**config.mk**
```make
export PLATFORM = sky130hd
export DESIGN_NAME = vc_mem_arbiter_2port
export DESIGN_NICKNAME = d
export VERILOG_FILES = /design/src/rtl/vc_mem_arbiter_2port.sv
export SDC_FILE = /design/constraint.sdc
export NUM_CORES = 1
export LEC_CHECK = 0
export BUFFER_PORTS_ARGS = -buffer_cell sky130_fd_sc_hd__buf_4
export CORE_AREA = 2 2 148 150
export CTS_BUF_LIST = sky130_fd_sc_hd__clkbuf_4 sky130_fd_sc_hd__clkbuf_8 sky130_fd_sc_hd__clkbuf_16
export CTS_CLUSTER_DIAMETER = 200
export DETAILED_ROUTE_END_ITERATION = 16
export DIE_AREA = 0 0 150 152
export PLACE_DENSITY = 0.4
export SETUP_SLACK_MARGIN = 0.15
export SLEW_MARGIN = 15
export SYNTH_ARGS = -nofsm -noshare
export SYNTH_HDL_FRONTEND = slang
export SYNTH_SLANG_ARGS = --single-unit
```
**constraint.sdc**
```tcl
create_clock -name clk -period 4 [get_ports clk]
set_input_delay 0.4 -clock clk [delete_from_list [all_inputs] [get_ports clk]]
set_output_delay 0.4 -clock clk [all_outputs]
set_load 0.02 [all_outputs]
```
**src/rtl/vc_mem_arbiter_2port.sv**
```systemverilog
// Two-port memory arbiter: round-robin grant, in-order ID FIFO for response routing.
// Define VC_MEM_ARB_FIXED_PRIO_EN to make port 0 always win ties (no last-grant state).
module vc_mem_arbiter_2port #(
    parameter int p_opaque_nbits = 8,
    parameter int p_addr_nbits   = 32,
    parameter int p_data_nbits   = 32,
    parameter int p_max_inflight = 4,
    localparam int c_len_nbits   = $clog2(p_data_nbits / 8),
    localparam int c_req_nbits   = 3 + p_opaque_nbits + p_addr_nbits
                                   + c_len_nbits + p_data_nbits,
    localparam int c_resp_nbits  = 3 + p_opaque_nbits + 2
                                   + c_len_nbits + p_data_nbits
) (
    input  logic                    clk,
    input  logic                    reset,

    input  logic                    req0_val,
    output logic                    req0_rdy,
    input  logic [c_req_nbits-1:0]  req0_msg,
    output logic                    resp0_val,
    input  logic                    resp0_rdy,
    output logic [c_resp_nbits-1:0] resp0_msg,

    input  logic                    req1_val,
    output logic                    req1_rdy,
    input  logic [c_req_nbits-1:0]  req1_msg,
    output logic                    resp1_val,
    input  logic                    resp1_rdy,
    output logic [c_resp_nbits-1:0] resp1_msg,

    output logic                    memreq_val,
    input  logic                    memreq_rdy,
    output logic [c_req_nbits-1:0]  memreq_msg,
    input  logic                    memresp_val,
    output logic                    memresp_rdy,
    input  logic [c_resp_nbits-1:0] memresp_msg
);

    localparam int c_ptr_nbits = $clog2(p_max_inflight);
    localparam logic [c_ptr_nbits-1:0] c_ptr_one = c_ptr_nbits'(1);
    localparam logic [c_ptr_nbits:0]   c_cnt_one = (c_ptr_nbits + 1)'(1);
    localparam logic [c_ptr_nbits:0]   c_full    = (c_ptr_nbits + 1)'(p_max_inflight);

    logic                   r_ids [p_max_inflight];
    logic [c_ptr_nbits-1:0] r_wr_ptr;
    logic [c_ptr_nbits-1:0] r_rd_ptr;
    logic [c_ptr_nbits:0]   r_count;

    logic w_gnt0;
    logic w_gnt1;
    logic w_full;
    logic w_empty;
    logic w_head;
    logic w_push;
    logic w_pop;

`ifdef VC_MEM_ARB_FIXED_PRIO_EN
    assign w_gnt0 = req0_val;
`else
    logic r_last;

    // r_last holds the most recent grant; the other port wins a tie.
    assign w_gnt0 = req0_val && (!req1_val || r_last);

    always_ff @(posedge clk) begin
        if (reset) begin
            r_last <= 1'b1;
        end else if (w_push) begin
            r_last <= w_gnt1;
        end
    end
`endif

    assign w_gnt1  = req1_val && !w_gnt0;
    assign w_full  = (r_count == c_full);
    assign w_empty = (r_count == '0);
    assign w_head  = r_ids[r_rd_ptr];

    assign memreq_val = (req0_val || req1_val) && !w_full && !reset;
    assign memreq_msg = w_gnt1 ? req1_msg : req0_msg;
    assign req0_rdy   = w_gnt0 && memreq_rdy && !w_full && !reset;
    assign req1_rdy   = w_gnt1 && memreq_rdy && !w_full && !reset;

    assign resp0_val   = memresp_val && !w_empty && !w_head && !reset;
    assign resp1_val   = memresp_val && !w_empty && w_head && !reset;
    assign resp0_msg   = memresp_msg;
    assign resp1_msg   = memresp_msg;
    assign memresp_rdy = (w_head ? resp1_rdy : resp0_rdy) && !w_empty && !reset;

    assign w_push = memreq_val && memreq_rdy;
    assign w_pop  = memresp_val && memresp_rdy;

    always_ff @(posedge clk) begin
        if (reset) begin
            r_wr_ptr <= '0;
            r_rd_ptr <= '0;
            r_count  <= '0;
        end else begin
            if (w_push) begin
                r_wr_ptr <= r_wr_ptr + c_ptr_one;
            end
            if (w_pop) begin
                r_rd_ptr <= r_rd_ptr + c_ptr_one;
            end
            if (w_push && !w_pop) begin
                r_count <= r_count + c_cnt_one;
            end else if (!w_push && w_pop) begin
                r_count <= r_count - c_cnt_one;
            end
        end
    end

    always_ff @(posedge clk) begin
        if (w_push) begin
            r_ids[r_wr_ptr] <= w_gnt1;
        end
    end

`ifndef SYNTHESIS
    a_resp_without_req: assert property (
        @(posedge clk) disable iff (reset) !(memresp_val && w_empty)
    );
`endif

endmodule

```
---- Yosys cells after proc, flatten, opt, wreduce, memory -nomap -nowiden ----
Memory sizes are Yosys's and may differ from the RTL's. A register that Yosys moved wholly into a read port is not among the register bits.
Cells that the tools add are included.
Widths: inputs -> output; s select.
word-level totals
  memories ................................ 1
  input bits .............................. 209
  flip-flop bits (word level) ............. 8
  memory bits (writable) .................. 4
  logic and storage cells ................. 51
memories
  memory  words  bits a word  read ports  clocked after memory_dff  wr ports  RTL line  source
  r_ids   4      1            1           1                         1         44        logic r_ids [p_max_inflight];
operators by class
  $add $sub $neg .......................... 4
  reductions and logical operators ........ 33
  eq/ne operators ......................... 1
  multiplexer cells ....................... 8
operator list
  operator             count
  $mux 77              1
  $logic_and 1x1->1    21
  $logic_not 1->1      8
  $mux 3               2
  $add 2x1->2 const B  2
  $mux 2               2
  $add 3x1->3 const B  1
  $eq 3x3->1 const B   1
  $logic_not 3->1      1
  $mux 1               3
  $sub 3x1->3 const B  1
  $logic_or 1x1->1     2
  $reduce_bool 2->1    1

---- Longest topological paths before layout ----
  depth in word-level cells ............... 9
  gate-level depth with buffers ........... 9
  gate-level depth less buffers ........... 9

---- Worst setup path after synthesis ----
OpenSTA, ideal clock, no wires.
  path kind ............................... flip-flop to flip-flop
  start point ............................. reg (tool-made name)
  end point ............................... reg r_count[2]
  setup time .............................. 0.071 ns
  data required time ...................... 3.929 ns
  period minus slack after synthesis ...... 2.485 ns
  path slack .............................. 1.515 ns
  stages on the path, launching flop included .. 10
  arrival time ............................ 2.414 ns
  cell sequence ........................... dfxtp_1 mux4_2 mux2_4 nand2_4 ha_1 inv_1 fa_1 xor2_1 or3_1 a21oi_1
RTL lines
  what                    RTL line  source
  end signal: assignment  106       r_count <= r_count + c_cnt_one;
  end signal: assignment  108       r_count <= r_count - c_cnt_one;
  end: declaration        47        logic [c_ptr_nbits:0] r_count;

==> results.yml <==
setup_path:
  crit_arrival_ps: 2780
  crit_chain: "mux4_2 -> mux2_4 -> nand2_4 -> ha_1 -> inv_1 -> fa_1 -> xor2_1 -> or3_1 -> a21oi_1"
  critPathMaxFanout: 3
  cpMaxStageDelayCell: "mux4_2"
  critPathRequiredTime_ps: 4170
  slowest_delay_ps: 540
  critical_path_buf_inv_count: 1
  startpoint_type: "register"
  end_kind: "register"
  cpLargestDelayFamily: "multiplexers"
  critPathKind: "register to register"
drt:
  antenna_left: 0
  wl_per_cell_um: 13.2
  first_pass_iters: 4
  via_per_inst: 3.27
  via_count: 2200
  drt_iter0_drc: 59
  routed_wl_um: 8890
  drcViolationCount: 0
synth:
  synthTopCellsByArea: "mux2_2, buf_4, dfxtp_1"
  ys_seq_area_share_pct: 13.5
  synth_common_cells: "buf_4, mux2_2, dfxtp_1, buf_2, nor2_1"
  synth-xor-area-share_pct: 1.11
  synthSimpleGateAreaFrac_pct: 8.18
  synth.most_common_cell: "buf_4"
  synth_top_area_share_pct: 36.6
  synth_compound_gate_area_share_pct: 1.32
  yosys.area.top_type: "mux2_2"
  yosys_warnings: 0
  yosys-mux-area-fraction_pct: 40.2
  synthCells: 244
  synthArstFlopShare_pct: 0
  synth.avg_cell_area_um2: 9.72
  synth_top_family_by_area: "multiplexers"
  ys_dominant_reg_cell: "dfxtp_1"
  syn-num-nets: 459
  yosysUniqueCellTypes: 32
  synth_edf_count: 4
  yosys_register_bits: 14
  synthAdderAreaFrac_pct: 3.48
  syn-cell-area_um2: 2370
timing:
  rsz0062_at_grt: "no"
  max_freq_mhz: 384
  hold_viol_final: 0
  fin_tns_setup_ps: 0
  timing.hold.ws_ps: 448
  fin_crit_sh_pct: 65.1
  setup_viol: 0
  finalWorstSetupSlack_ps: 1390
  slew_headroom_pct: 60.4
  min_period_ps: 2610
  tightest_slew_ps: 592
  clock_skew_ps: 1.88
  final_max_slew_viol_count: 0
floorplan:
  initial_core_util_pct: 11.1
  die-area_um2: 22800
  io_pins: 386
  core_area_um2: 21400
  die_w_um: 150
  row_count: 54
  die_h_um: 152
power:
  total_power_mw: 0.849
  p_leak_nw: 1.83
  ir_drop_mv: 0.111
  power_density_nw_per_um2: 217
cells_and_area:
  final_nets: 606
  drive_above_1_share_pct: 85.9
  fin_cells: 673
  final_area_um2: 3920
  syn2layout_area_growth_pct: 65.1
  final_core_util_pct: 18.3
clock_network:
  cts_hold_buf: 0
  root_buffer: "clkbuf_16"
  cts.htree.levels: 1
  cts_inserted_buffers: 3
  clk_path_buf_depth: 2
  cts_tree: "yes"
  cts_setup_buffers: 0
  clkTransAtPathRegs_ps: 50
  clock-sinks: 14
  ctsResizeCount: 0
  clk_latency_ps: 240
placement:
  place_ws_ps: 1390
  dp_hpwl_um: 7910
  placed_area_um2: 3830
  placedCellCount: 666
  port_buffers: 244
  gp_congestion: 0.778
global_route:
  grt_max_degree: 83
  track_usage_pct: 7.04
  grt_overflow_total: 0
  antenna_found_initial: 3
  grt_first_pass_wirelength_um: 12600
  grt_pass1_vias: 2379
min_path:
  hp-class: "input port to register"
run:
  maxCapViolations: 0
outcome:
  outcome: "finished clean"
## power by group
part           internal [mW]  switching, mW  leakage (nW)
Combinational          0.279          0.215          1.68
Clock                  0.132         0.0548        0.0386
Sequential             0.157         0.0103         0.118
## cells by family (layout without fill, tap and decap cells)
logic type,count (synthesis),count (layout)
buffers and inverters,106,252
flip-flops,14,14
multiplexers,84,84
AO/OA/AOI/OAI,4,4
adder cells (fa/ha/maj),6,6
AND/OR/NAND/NOR,27,27
XOR/XNOR,3,3
other,0,3
## final timing paths
check / from / endpoint / slack (ps) / depth (start not counted)
hold reg to reg: r_rd_ptr[1]$_SDFFE_PP0P_ / r_rd_ptr[1]$_SDFFE_PP0P_ / 480 / 1
hold / removal: reset / r_count[2]$_SDFFE_PP0P_ / 450 / 2
setup / recovery: register / r_count[2]$_SDFFE_PP0P_ / 1390 / 9
setup reg to reg: register / r_count[2]$_SDFFE_PP0P_ / 1390 / 9
## layout make-up
class	count	area [um2]
antenna	3	7.51
clock buffer	3	75.1
clock inverter	1	3.75
fill	2390	17400
inverter	3	11.3
multi-input combinational	124	1300
sequential	14	320
tap	280	350
timing repair buffer	245	1850
## placed cells by master (no fill, tap or decap), drive strengths merged
| cell | instances |
|---|---|
| clkinv | 1 |
| a21oi | 1 |
| o21ai | 1 |
| and2 | 6 |
| nor3b | 4 |
| inv | 3 |
| nand2 | 2 |
| a21boi | 1 |
| xor2 | 2 |
| diode | 3 |
| mux2 | 78 |
| nor2b | 1 |
| buf | 245 |
| edfxtp | 4 |
| dfxtp | 10 |
| xnor2 | 1 |
| or3 | 1 |
| nor3 | 2 |
| nor4b | 1 |
| fa | 1 |
| ha | 5 |
| a221o | 1 |
| clkbuf | 3 |
| nor2 | 6 |
| mux2i | 5 |
| nand3 | 1 |
| nand2b | 2 |
| and2b | 1 |
| mux4 | 1 |
## routing by layer
| layer | GRT usage, % | vias to the layer above | routed length (um) |
|---|---|---|---|
| met5 | 0 | - | 0 |
| met4 | 3.50 | 0 | 262 |
| met3 | 1.77 | 16 | 902 |
| met2 | 14.4 | 181 | 5060 |
| met1 | 6.07 | 970 | 2670 |
| li1 | - | 1033 | - |
Note: power is estimated with default switching activity, not from simulation.
